## config.mk

```make
export PLATFORM = sky130hd
export DESIGN_NAME = hs_seq_source_flat
export DESIGN_NICKNAME = d
export VERILOG_FILES = /design/src/rtl/hs_seq_source_if.sv /design/src/rtl/hs_seq_source.sv /design/src/flat_wrapper.sv
export SDC_FILE = /design/constraint.sdc
export NUM_CORES = 1
export LEC_CHECK = 0
export BUFFER_PORTS_ARGS = -buffer_cell sky130_fd_sc_hd__buf_2
export CORE_AREA = 2 2 44 86
export CTS_CLUSTER_SIZE = 12
export DETAILED_ROUTE_END_ITERATION = 8
export DIE_AREA = 0 0 46 88
export PLACE_DENSITY_LB_ADDON = 0.3
export SLEW_MARGIN = 20
export SYNTH_ARGS = -nofsm -noshare
export SYNTH_HDL_FRONTEND = slang
export SYNTH_SLANG_ARGS = --single-unit
```

## constraint.sdc

```tcl
create_clock -name clk -period 2.5 [get_ports clk]
set_clock_uncertainty 0.2 [all_clocks]
set_input_delay 0.125 -clock clk [delete_from_list [all_inputs] [get_ports clk]]
set_output_delay 0.125 -clock clk [all_outputs]
set_load 0.02 [all_outputs]
```

## src/rtl/hs_seq_source_if.sv

```systemverilog
// hs_intf: valid/ready handshake bundle carrying one WIDTH-bit data beat
// plus an end-of-burst marker.
//   valid : source has a beat on data/last
//   ready : sink accepts the beat on this edge when valid is high
//   data  : beat payload, WIDTH bits
//   last  : marks the final beat of a burst
// Modports: src (transmitting end), snk (receiving end).
interface hs_intf #(
    parameter int unsigned WIDTH = 8
);
    logic             valid;
    logic             ready;
    logic [WIDTH-1:0] data;
    logic             last;

    modport src (output valid, output data, output last, input ready);
    modport snk (input valid, input data, input last, output ready);
endinterface

```

## src/rtl/hs_seq_source.sv

```systemverilog
// hs_seq_source: on a one-cycle start pulse, transmits NUM_BEATS beats of the
// arithmetic sequence SEED, SEED+STEP, ... (mod 2^WIDTH) over an hs_intf
// source port, flags the final beat with last, pulses done after the final
// handshake and counts back-pressure cycles.
// Ports:
//   clk       : rising-edge clock
//   rst_n     : asynchronous active-low reset
//   start     : one-cycle burst request, ignored unless idle
//   bus       : hs_intf.src; drives valid/data/last, samples ready
//   busy      : high while beats are being offered
//   done      : one-cycle pulse after the final handshake
//   stall_cnt : valid && !ready cycles in the current/most recent burst
module hs_seq_source #(
    parameter int unsigned      WIDTH     = 8,
    parameter int unsigned      NUM_BEATS = 4,
    parameter logic [WIDTH-1:0] SEED      = {WIDTH{1'b0}},
    parameter logic [WIDTH-1:0] STEP      = {{(WIDTH-1){1'b0}}, 1'b1}
) (
    input  logic        clk,
    input  logic        rst_n,
    input  logic        start,
    hs_intf.src         bus,
    output logic        busy,
    output logic        done,
    output logic [15:0] stall_cnt
);
    localparam int unsigned    IW       = $clog2(NUM_BEATS + 1);
    localparam logic [IW-1:0]  LAST_IDX = IW'(NUM_BEATS - 1);
    localparam logic [IW-1:0]  IDX_ONE  = IW'(1'b1);

    typedef enum logic [1:0] {
        S_IDLE = 2'd0,
        S_SEND = 2'd1,
        S_DONE = 2'd2
    } state_t;

    state_t           state_r, state_s;
    logic [IW-1:0]    idx_r, idx_s;
    logic [WIDTH-1:0] data_r, data_s;
    logic             last_r, last_s;
    logic [15:0]      stall_r, stall_s;
    logic             valid_r;
    logic             busy_r;
    logic             done_r;

    // Next-state and next-datapath values; every output is registered from these.
    always_comb begin
        state_s = state_r;
        idx_s   = idx_r;
        data_s  = data_r;
        last_s  = last_r;
        stall_s = stall_r;
        case (state_r)
            S_IDLE: begin
                // Burst context is (re)initialised on the accepting edge so the
                // previous burst's stall count stays readable while idle.
                if (start) begin
                    state_s = S_SEND;
                    idx_s   = {IW{1'b0}};
                    data_s  = SEED;
                    last_s  = (LAST_IDX == {IW{1'b0}});
                    stall_s = 16'h0000;
                end else begin
                    last_s  = 1'b0;
                end
            end
            S_SEND: begin
                if (bus.ready) begin
                    if (last_r) begin
                        state_s = S_DONE;
                        last_s  = 1'b0;
                    end else begin
                        idx_s  = idx_r + IDX_ONE;
                        data_s = data_r + STEP;
                        last_s = ((idx_r + IDX_ONE) == LAST_IDX);
                    end
                end else begin
                    // Beat is held; only the back-pressure counter moves.
                    if (stall_r != 16'hFFFF) begin
                        stall_s = stall_r + 16'd1;
                    end else begin
                        stall_s = stall_r;
                    end
                end
            end
            S_DONE: begin
                state_s = S_IDLE;
            end
            default: begin
                state_s = S_IDLE;
                last_s  = 1'b0;
            end
        endcase
    end

    // State, datapath and registered outputs; reset abandons any burst.
    always_ff @(posedge clk or negedge rst_n) begin
        if (!rst_n) begin
            state_r <= S_IDLE;
            idx_r   <= {IW{1'b0}};
            data_r  <= {WIDTH{1'b0}};
            last_r  <= 1'b0;
            stall_r <= 16'h0000;
            valid_r <= 1'b0;
            busy_r  <= 1'b0;
            done_r  <= 1'b0;
        end else begin
            state_r <= state_s;
            idx_r   <= idx_s;
            data_r  <= data_s;
            last_r  <= last_s;
            stall_r <= stall_s;
            valid_r <= (state_s == S_SEND);
            busy_r  <= (state_s == S_SEND);
            done_r  <= (state_s == S_DONE);
        end
    end

    assign bus.valid = valid_r;
    assign bus.data  = data_r;
    assign bus.last  = last_r;
    assign busy      = busy_r;
    assign done      = done_r;
    assign stall_cnt = stall_r;

endmodule

```

## src/flat_wrapper.sv

```systemverilog
// flat-port wrapper written by rule: the top's interface ports become plain ports
module hs_seq_source_flat 
#(
    parameter int unsigned      WIDTH     = 8,
    parameter int unsigned      NUM_BEATS = 4,
    parameter logic [WIDTH-1:0] SEED      = {WIDTH{1'b0}},
    parameter logic [WIDTH-1:0] STEP      = {{(WIDTH-1){1'b0}}, 1'b1}
)
  (clk, rst_n, start, busy, done, stall_cnt, bus_valid, bus_data, bus_last, bus_ready);
  hs_intf #(.WIDTH(WIDTH)) bus_i ();
  input  logic clk;
  input  logic rst_n;
  input  logic start;
  output logic busy;
  output logic done;
  output logic [15:0] stall_cnt;
  output wire logic [$bits(bus_i.valid)-1:0] bus_valid;
  output wire logic [$bits(bus_i.data)-1:0] bus_data;
  output wire logic [$bits(bus_i.last)-1:0] bus_last;
  input wire logic [$bits(bus_i.ready)-1:0] bus_ready;
  assign bus_valid = bus_i.valid;
  assign bus_data = bus_i.data;
  assign bus_last = bus_i.last;
  assign bus_i.ready = bus_ready;
  hs_seq_source #(.WIDTH(WIDTH), .NUM_BEATS(NUM_BEATS), .SEED(SEED), .STEP(STEP)) u_core (.clk(clk), .rst_n(rst_n), .start(start), .bus(bus_i), .busy(busy), .done(done), .stall_cnt(stall_cnt));
endmodule
```

==> results of run 1 <==
## cells by family after synthesis
kind of cell    Yosys count  synth area share
fa+ha+maj                 4            0.0282
buf+inv                  15            0.0373
mux                       7            0.0401
xor+xnor                  4            0.0197
flops                    32             0.451
compound gates           45             0.182
simple gates             72             0.242
## metal layers
metal / share of wire / global-route usage
met5: 0 / 0
met4: 0.034 / 0.125
met3: 0.042 / 0.0495
met2: 0.54 / 0.403
met1: 0.38 / 0.247
## synth_stat cells, types with 2 or more instances
cell type / number / area [um2]
a211oi_1: 4 / 30.0
inv_1: 6 / 22.5
and3_1: 7 / 43.8
buf_4: 2 / 15.0
dfrtp_1: 32 / 801
a21oi_1: 3 / 15.0
nand2_1: 8 / 30.0
and2_1: 2 / 12.5
xnor2_1: 4 / 35.0
o21ai_0: 13 / 65.1
a31oi_1: 2 / 12.5
nand4_1: 7 / 43.8
nor2b_1: 3 / 18.8
mux2i_1: 6 / 60.1
ha_1: 4 / 50.1
clkbuf_1: 5 / 18.8
o2bb2ai_1: 4 / 35.0
o311ai_0: 4 / 35.0
buf_2: 2 / 10.0
o211ai_1: 4 / 30.0
nor2_1: 15 / 56.3
and4_1: 7 / 61.3
nand3_1: 8 / 40.0
nand2b_1: 4 / 25.0
a211o_1: 2 / 17.5
nor3b_1: 3 / 22.5
a21o_1: 2 / 15.0
## per-stage QoR
stage	std cells	total power (W)
2_1_floorplan	179	0.00161
3_3_place_gp	234	0.00186
3_5_place_dp	234	0.00191
4_1_cts	242	0.00228
5_1_grt	242	0.00245
6_report	242	0.00227
## worst paths after layout
path	start	to	slack (ps)	depth (start not counted)
setup / recovery	u_core.state_r[0]	u_core.bus.data[6]	480	4
hold / removal	bus_ready	u_core.done	80	2
setup reg to reg	u_core.state_r[0]	u_core.bus.data[6]	480	4
hold reg to reg	u_core.idx_r[1]	u_core.idx_r[1]	330	2
max in group asynchronous	rst_n	u_core.idx_r[1]	1410	2
min in group asynchronous	rst_n	u_core.bus.data[6]	230	2
## state kept, by name (all words and copies together) (netlist names)
register          flops
u_core.done           1
u_core.bus.valid      1
u_core.stall_cnt     16
u_core.state_r        2
u_core.bus.data       8
u_core.bus.last       1
u_core.idx_r          3
## layout make-up
class                   count  share of cell area
multi-input cells         132               0.450
flip-flops and latches     32               0.396
repair buffers             33              0.0853
clock buffers               6              0.0359
well taps                  32              0.0198
inverters                   6              0.0111
clock inverters             1             0.00247
## worst max-delay path: cells and delay by family (launching register included)
| kind | cells | cell delay [ps] |
|---|---|---|
| xor+xnor | 1 | 200 |
| flops | 1 | 500 |
| simple gates | 2 | 340 |
| compound gates | 1 | 660 |
## power by group
| group | leakage (nW) | internal (W) | switching (W) | total (W) |
|---|---|---|---|---|
| Combinational | 0.515 | 0.000373 | 0.000623 | 0.000996 |
| Sequential | 0.400 | 0.000679 | 0.000232 | 0.000911 |
| Clock | 0.0410 | 0.000189 | 0.000176 | 0.000365 |
| Total | 0.956 | 0.00124 | 0.00103 | 0.00227 |
==> reports/results.ini, run 1 <==
[outcome]
status = finished clean

[synth]
synth_warnings = 0
synth_top_flop_cell = dfrtp_1
synthDistinctLibCells = 43
syn_area_mm2 = 0.00178
syn_inst = 179
synth_nets = 187
ys_ff_latch = 32
yosysSeqAreaShare = 0.451
async_flop_share = 1.00
synth-edff-count = 0
postSynthAreaPerCell_um2 = 9.93

[critical_path]
worst-path-max-fanout = 11
startpoint_type = flip-flop
cp.required_ps = 2450
end_kind = flip-flop
cpMaxStageDelayCell = a2111oi_0
path_cells = nand2b_1 -> a2111oi_0 -> xnor2_1 -> nor2_1
crit_type = flip-flop to flip-flop
worstPathArrival_ps = 1970
slowest_delay_ps = 660

[timing]
tightest_slew_ps = 684
setup_slack_ps = 484
min_period_over_period = 0.807
finalSetupViolations = 0
setup_tns_ps = 0
hold_viol = 0
max_clock_freq_mhz = 496
max-slew-margin-rel = 0.532
worst_hold_slack_ps = 84.8
rsz0062_at_grt = no
fin_crit_ps = 2020
slew_violations = 0

[floorplan]
die_w_um = 46
dieArea_mm2 = 0.00405
die_h_um = 88
start_util = 0.526
num_rows = 30
core_area_mm2 = 0.00338
ios = 32

[global_route]
grt_pass1_wl_mm = 6.96
grt_max_degree = 33
grt_overflow_total = 0
antenna_found_initial = 0
first_global_vias = 1541
grt_usage = 0.232

[detailed_routing]
dr_total_vias = 1574
first_iter_violations = 55
viasPerCell = 6.50
antenna_left = 0
drc = 0
routed_wl_mm = 4.37
drt_first_pass_iters = 4
wire_per_inst_um = 18.0

[clock_tree]
clockBufferDepth = 2
cts_setup_buffers = 0
clock-root-buffer = clkbuf_8
cts_num_sinks = 32
tritoncts = yes
clk_pin_slew_ps = 60
ctsResizeCount = 0
cts_hold_buffers = 1
h-tree-depth = 2
numCtsBuffers = 5
clk_latency_ps = 280

[place]
place_congestion = 0.933
portBuffers = 31
hpwl_mm = 3.14
dpl_cell_area_mm2 = 0.00194
dpl_worst_slack_ps = 510

[finish]
area_delta_synth_final_pct = 13.9
fin_util = 0.599
n_antenna_cell = 0
design.final.nets = 218
num-fill-cells = 293
multi_input_area_um2 = 910
layout_commonest_cell = dfrtp_1
fin_area_mm2 = 0.00202
final_cell_mix = dfrtp_1, buf_2, nor2_1
regArea_um2 = 801
drive_gt1_frac = 0.200

[pwr]
leakage_nw = 0.956
peakVddDrop_mv = 0.632
power_density_mw_per_mm2 = 1120

[run]
maxCapViolations = 0

[min_path]
min_path_type = input port to flip-flop

(Power assumes the default switching activity.)
==> run 2, diff against run 1 <==
Settings changed: ABC_AREA from default to 1, CORE_AREA 2 2 44 86 to 2 2 45 89, DIE_AREA 0 0 46 88 to 0 0 47 91.
Clock period 2.5 ns to 2.02 ns, I/O delays scaled along.
==> run 2 against run 1 <==
Net effect:
- first-iteration DRC count fell by 40%
- via count rose by 8.2%
- sequential share of layout area fell by 3.9 points
- cell count rose by 33%
- sequential power fell by 1%
- final area rose by 11%
- total power rose by 6.4%
- clock-buffer cell count did not move
- setup slack got worse by 280 ps
- fmax rose by 11%
- sequential cell count did not move
- non-clock buffer count rose by 2
==> reports/results.ini, run 2 <==
[clock_tree]
ctsResizeCount = 0  ; unchanged
cts_setup_buffers = 0  ; unchanged
clk_latency_ps = 280  ; about the same
clock-root-buffer = clkbuf_8
tritoncts = yes
numCtsBuffers = 5  ; unchanged
h-tree-depth = 2  ; unchanged
cts_num_sinks = 32  ; unchanged
cts_hold_buffers = 2  ; +1
clockBufferDepth = 2  ; unchanged
clk_pin_slew_ps = 70  ; about the same

[detailed_routing]
antenna_left = 0  ; unchanged
routed_wl_mm = 4.16  ; -4.7%
drt_first_pass_iters = 4  ; unchanged
first_iter_violations = 33  ; -40%
dr_total_vias = 1703  ; +8.2%
viasPerCell = 5.27  ; -19%
wire_per_inst_um = 12.9  ; -29%
drc = 0  ; unchanged

[critical_path]
worst-path-max-fanout = 21  ; +10
startpoint_type = flip-flop
crit_buf_inv = 0  ; unchanged
slowest_delay_ps = 420  ; -240 ps
worst-r2r-cell-count = 8  ; +4
r2r_end = u_core.stall_cnt[15]
critical_path.reg2reg.startpoint = u_core.stall_cnt[1]
end_kind = flip-flop
worstPathArrival_ps = 1790  ; -180 ps
path_cells = ha_1 -> nand2_2 -> nor2_4 -> nand4_4 -> nand2_4 -> nor2_2 -> nand2_1 -> nand2_1
rrSetupSlack_ps = 210  ; -280 ps
cpMaxStageDelayCell = dfrtp_1
cpMostUsedCell = nand2_1
crit_type = flip-flop to flip-flop
crit_family = simple AND/OR/NAND/NOR gates
cp.required_ps = 1990  ; -460 ps

[synth]
syn_inst = 235  ; +31%
yosysSeqAreaShare = 0.414  ; -0.0365
yosysMostFrequentCell = nand2_1
synth_top_flop_cell = dfrtp_1
synth_warnings = 0  ; unchanged
ys_ff_latch = 32  ; unchanged
synth_common_cells = nand2_1, dfrtp_1, nand3_1
syn_area_mm2 = 0.00193  ; +8.8%
synthDistinctLibCells = 26  ; -40%
synth_nets = 243  ; +30%
synthTopCellsByArea = dfrtp_1, nand2_1, o21ai_2, nand3_1, nand2_2
synth-edff-count = 0  ; unchanged
synth_top_cell_by_area = dfrtp_1
async_flop_share = 1.00  ; unchanged
synth_top_area_frac = 0.414  ; -0.0365
postSynthAreaPerCell_um2 = 8.23  ; -17%

[global_route]
first_global_vias = 1644  ; +6.7%
grt_overflow_total = 0  ; unchanged
grt_usage = 0.228  ; -0.00368
grt_pass1_wl_mm = 7.19  ; +3.4%
grt_max_degree = 33  ; unchanged
antenna_found_initial = 0  ; unchanged

[timing]
setup_slack_ps = 206  ; -278 ps
finalSetupViolations = 0  ; unchanged
max-slew-margin-rel = 0.516  ; -0.0160
min_period_over_period = 0.898  ; +0.0914
max_clock_freq_mhz = 551  ; +11%
hold_viol = 0  ; unchanged
worst_hold_slack_ps = 9.25  ; -75.6 ps
rsz0062_at_grt = no
slew_violations = 0  ; unchanged
fin_crit_ps = 1810  ; -202 ps
setup_tns_ps = 0  ; unchanged
tightest_slew_ps = 726  ; +41.7 ps

[floorplan]
die_h_um = 91  ; +3.4%
dieArea_mm2 = 0.00428  ; +5.7%
die_w_um = 47  ; +2.2%
num_rows = 31  ; +3.3%
ios = 32  ; unchanged
core_area_mm2 = 0.00357  ; +5.6%
start_util = 0.542  ; +0.0158

[finish]
drive_gt1_frac = 0.299  ; +0.0993
layout_commonest_cell = nand2_1
n_antenna_cell = 0  ; unchanged
fin_area_mm2 = 0.00224  ; +11%
stdcell_count = 323  ; +33%
design.final.nets = 281  ; +29%
final_cell_mix = nand2_1, dfrtp_1, buf_2
area_delta_synth_final_pct = 16.0
largest_reg_flops = 16  ; unchanged

[pwr]
power_density_mw_per_mm2 = 1080  ; -4.0%
leakage_nw = 1.07  ; +12%
peakVddDrop_mv = 0.956  ; +51%

[place]
place_inst = 313  ; +34%
hpwl_mm = 3.06  ; -2.5%
dpl_worst_slack_ps = 225  ; -285 ps
dpl_cell_area_mm2 = 0.00211  ; +9.2%
portBuffers = 31  ; unchanged
place_congestion = 0.914  ; -2.1%

[min_path]
hold_end = u_core.bus.data[5]
holdPathStages = 4  ; +2
hold_start = start
min_path_type = input port to flip-flop

[run]
maxCapViolations = 0  ; unchanged

[outcome]
status = finished clean

run 2: changes by cell type after synthesis, moves of 5 or more:
| cell | previous run | this run |
|---|---|---|
| mux2i_1 | 6 | 0 |
| inv_1 | 6 | 19 |
| o21ai_2 | 0 | 13 |
| and3_1 | 7 | 0 |
| nand2_2 | 1 | 12 |
| nand3_1 | 8 | 22 |
| clkbuf_1 | 5 | 0 |
| nand2_1 | 8 | 64 |
| and4_1 | 7 | 0 |
run 2: power breakdown:
| part | leakage (nW) | total (W) | switching (W) | internal (W) |
|---|---|---|---|---|
| combinational | 0.593 | 0.000907 | 0.000621 | 0.000286 |
| clock | 0.0552 | 0.000610 | 0.000244 | 0.000366 |
| sequential | 0.425 | 0.000900 | 0.000134 | 0.000767 |
| total | 1.07 | 0.00242 | 0.000998 | 0.00142 |
run 2: worst reg2reg max path, stage by stage, from the launching register on:
cell     delay [ps]
dfrtp_1         420
ha_1            220
nand2_2         100
nor2_4          150
nand4_4         140
nand2_4         270
nor2_2          110
nand2_1          70
nand2_1          50
run 2: cells by family after synthesis:
kind of cell	share of synthesized area
simple gates	0.351
xor+xnor	0.0362
flops	0.414
compound gates	0.106
fa+ha+maj	0.0259
buf+inv	0.0673
run 2: metrics by stage:
step,total power (W),utilization
2_1_floorplan,0.00162,-
4_1_cts,0.00244,0.628
6_report,0.00242,0.628
3_5_place_dp,0.00183,0.593
3_3_place_gp,0.00181,0.593
5_1_grt,0.00260,0.628
run 2: area by class of cell:
class | count | area, um2
Clock buffer | 6 | 72.6
Clock inverter | 2 | 35.0
Fill cell | 339 | 1330
Inverter | 20 | 80.1
Multi-Input combinational cell | 179 | 1000
Sequential cell | 32 | 801
Tap cell | 49 | 61.3
Timing Repair Buffer | 35 | 190
run 2: how the worst max path moves through the flow:
| stage | slack [ps] | end | depth (start not counted) | from |
|---|---|---|---|---|
| after CTS | 200 | u_core.stall_cnt[15] | 8 | u_core.stall_cnt[1] |
| after global routing | 70 | u_core.stall_cnt[1] | 8 | u_core.stall_cnt[1] |
| after detailed placement | 220 | u_core.stall_cnt[15] | 8 | u_core.stall_cnt[1] |
| final | 210 | u_core.stall_cnt[15] | 8 | u_core.stall_cnt[1] |
| after floorplan | 250 | u_core.stall_cnt[7] | 8 | u_core.stall_cnt[0] |
| after global placement | 270 | u_core.stall_cnt[1] | 8 | u_core.stall_cnt[1] |
run 2: routing by layer:
layer / wire, um / vias to the layer above / GRT usage
met5: 0 / - / 0
met2: 2240 / 48 / 0.397
li1: - / 840 / -
met4: 165 / 0 / 0.118
met3: 149 / 13 / 0.0417
met1: 1600 / 802 / 0.239
==> run 3, diff against run 2 <==
Settings changed: ABC_AREA 1 to default, CORE_AREA 2 2 45 89 to 2 2 44 86, DIE_AREA 0 0 47 91 to 0 0 46 88.
==> run 3 against run 2 <==
Net effect:
- clock power decreased by 26%
- critical path depth decreased by 4
- die area decreased by 5.4%
- worst hold slack improved by 44 ps
==> reports/results.ini, run 3 (same netlist as run 1, synthesis figures left out) <==
[outcome]
status = finished clean

[detailed_routing]
routed_wl_mm = 4.43  ; +6.5%
routed-wl-met2_mm = 2.49  ; +11%
drc = 0  ; unchanged
top_layer = met4
wire_per_inst_um = 17.7  ; +38%
wl_met3_um = 177  ; +19%
viasPerCell = 6.46  ; +23%
wl_met1_mm = 1.53  ; -4.7%
first_iter_violations = 44  ; +33%
antenna_left = 0  ; unchanged
drt_first_pass_iters = 4  ; unchanged
dr_total_vias = 1615  ; -5.2%

[global_route]
first_global_vias = 1599  ; -2.7%
grt_max_degree = 33  ; unchanged
grt_pass1_wl_mm = 7.23  ; +0.58%
grt_usage = 0.246  ; +0.0176
antenna_found_initial = 0  ; unchanged
grt_overflow_total = 0  ; unchanged

[clock_tree]
clk_pin_slew_ps = 60  ; about the same
tritoncts = yes
cts_num_sinks = 32  ; unchanged
clock-root-buffer = clkbuf_8
h-tree-depth = 2  ; unchanged
clk_latency_ps = 280  ; about the same
clockBufferDepth = 2  ; unchanged
numCtsBuffers = 5  ; unchanged

[critical_path]
worst-r2r-cell-count = 4  ; -4
end_kind = flip-flop
worst-path-max-fanout = 9  ; -57%
r2r_end = u_core.bus.data[5]
worstPathArrival_ps = 1910  ; +120 ps
critical_path.reg2reg.startpoint = u_core.state_r[0]
rrSetupSlack_ps = 110  ; -90 ps
startpoint_type = flip-flop
cp.required_ps = 2030  ; +40 ps
crit_type = flip-flop to flip-flop

[place]
dpl_cell_area_mm2 = 0.00199  ; -6.0%
portBuffers = 31  ; unchanged
place_congestion = 0.948  ; +3.7%
place_inst = 241  ; -23%
hpwl_mm = 3.32  ; +8.2%

[timing]
max-slew-margin-rel = 0.519  ; +0.00312
fin_crit_ps = 1910  ; +91.5 ps
max_clock_freq_mhz = 525  ; -4.8%
finalSetupViolations = 0  ; unchanged
setup_tns_ps = 0  ; unchanged
min_period_over_period = 0.943  ; +0.0453
tightest_slew_ps = 721  ; -4.68 ps
rsz0062_at_grt = no
slew_violations = 0  ; unchanged
hold_viol = 0  ; unchanged

[finish]
largest_reg_flops = 16  ; unchanged
layout_commonest_cell = dfrtp_1
area_delta_synth_final_pct = 17.3
n_antenna_cell = 0  ; unchanged
fin_area_mm2 = 0.00208  ; -7.0%
drive_gt1_frac = 0.234  ; -0.0653
stdcell_count = 250  ; -23%
num-fill-cells = 298  ; -12%
final_cell_mix = dfrtp_1, buf_2, nor2_1
design.final.nets = 226  ; -20%

[pwr]
leakage_nw = 0.994  ; -7.4%
power_w = 0.00292  ; +21%
peakVddDrop_mv = 0.840  ; -12%
power_density_mw_per_mm2 = 1400  ; +30%

[run]
maxCapViolations = 0  ; unchanged

[floorplan]
dieArea_mm2 = 0.00405  ; -5.4%
die_h_um = 88  ; -3.3%
ios = 32  ; unchanged
core_area_mm2 = 0.00338  ; -5.3%
num_rows = 30  ; -3.2%
start_util = 0.526  ; -0.0158
die_w_um = 46  ; -2.1%

[min_path]
hold_end = u_core.done
hold_start = bus_ready
holdPathStages = 2  ; -2
min_path_type = input port to flip-flop

## run 3: cell count changes in the layout (fill, tap and decap cells not counted), sizes merged, moves of 14 or more
cell and delta:
inv -14, nand2 -70, nand3 -16, o21ai -15
## run 3: critical path, cell delays in order, from the launching register on
cell and delay, ps:
dfrtp_1 440, nand2b_1 260, a21o_4 270, or4_1 510, a21oi_1 160
## run 3: worst max path at each step
stage / from / end / slack [ps]
global route: u_core.state_r[0] / u_core.bus.data[5] / 10
CTS: u_core.stall_cnt[0] / u_core.stall_cnt[2] / 60
detailed placement: u_core.stall_cnt[0] / u_core.stall_cnt[12] / 80
global placement: u_core.stall_cnt[0] / u_core.stall_cnt[2] / 150
floorplan: u_core.stall_cnt[0] / u_core.stall_cnt[12] / 40
finish: u_core.state_r[0] / u_core.bus.data[5] / 110
## run 3: area by class of cell
type / instances / area (um2) / area share
Sequential cell: 32 / 801 / 0.384
Inverter: 6 / 22.5 / 0.0108
Clock inverter: 1 / 5.00 / 0.00240
Tap cell: 32 / 40.0 / 0.0192
Clock buffer: 6 / 72.6 / 0.0348
Multi-Input combinational cell: 132 / 911 / 0.437
Timing Repair Buffer: 41 / 233 / 0.112
## run 3: metal layers
metal,vias up,GRT usage
li1,758,-
met1,768,0.237
met2,67,0.437
met3,22,0.0474
met4,0,0.166
met5,-,0
## run 3: stage by stage
stage | hold slack (ps) | util | worst slack (ps)
2_1_floorplan | -395 | - | 37.3
3_3_place_gp | -20.2 | 0.589 | 146
3_5_place_dp | -4.05 | 0.589 | 81.2
4_1_cts | 46.3 | 0.614 | 55.5
5_1_grt | 63.1 | 0.617 | 13.5
6_report | 52.8 | 0.617 | 115
## run 3: repair_timing
action,in CTS,in global routing
hold buffers,1,0
endpoints found under the setup margin,0,8
gates resized for setup,0,1
buffers inserted,0,1
hold endpoints to repair,32,0
## run 3: report_power, final
group | switching, W | leakage (nW) | internal, W
clock | 0.000216 | 0.0410 | 0.000234
sequential | 0.000249 | 0.400 | 0.000841
combinational | 0.000847 | 0.553 | 0.000538
total | 0.00131 | 0.994 | 0.00161
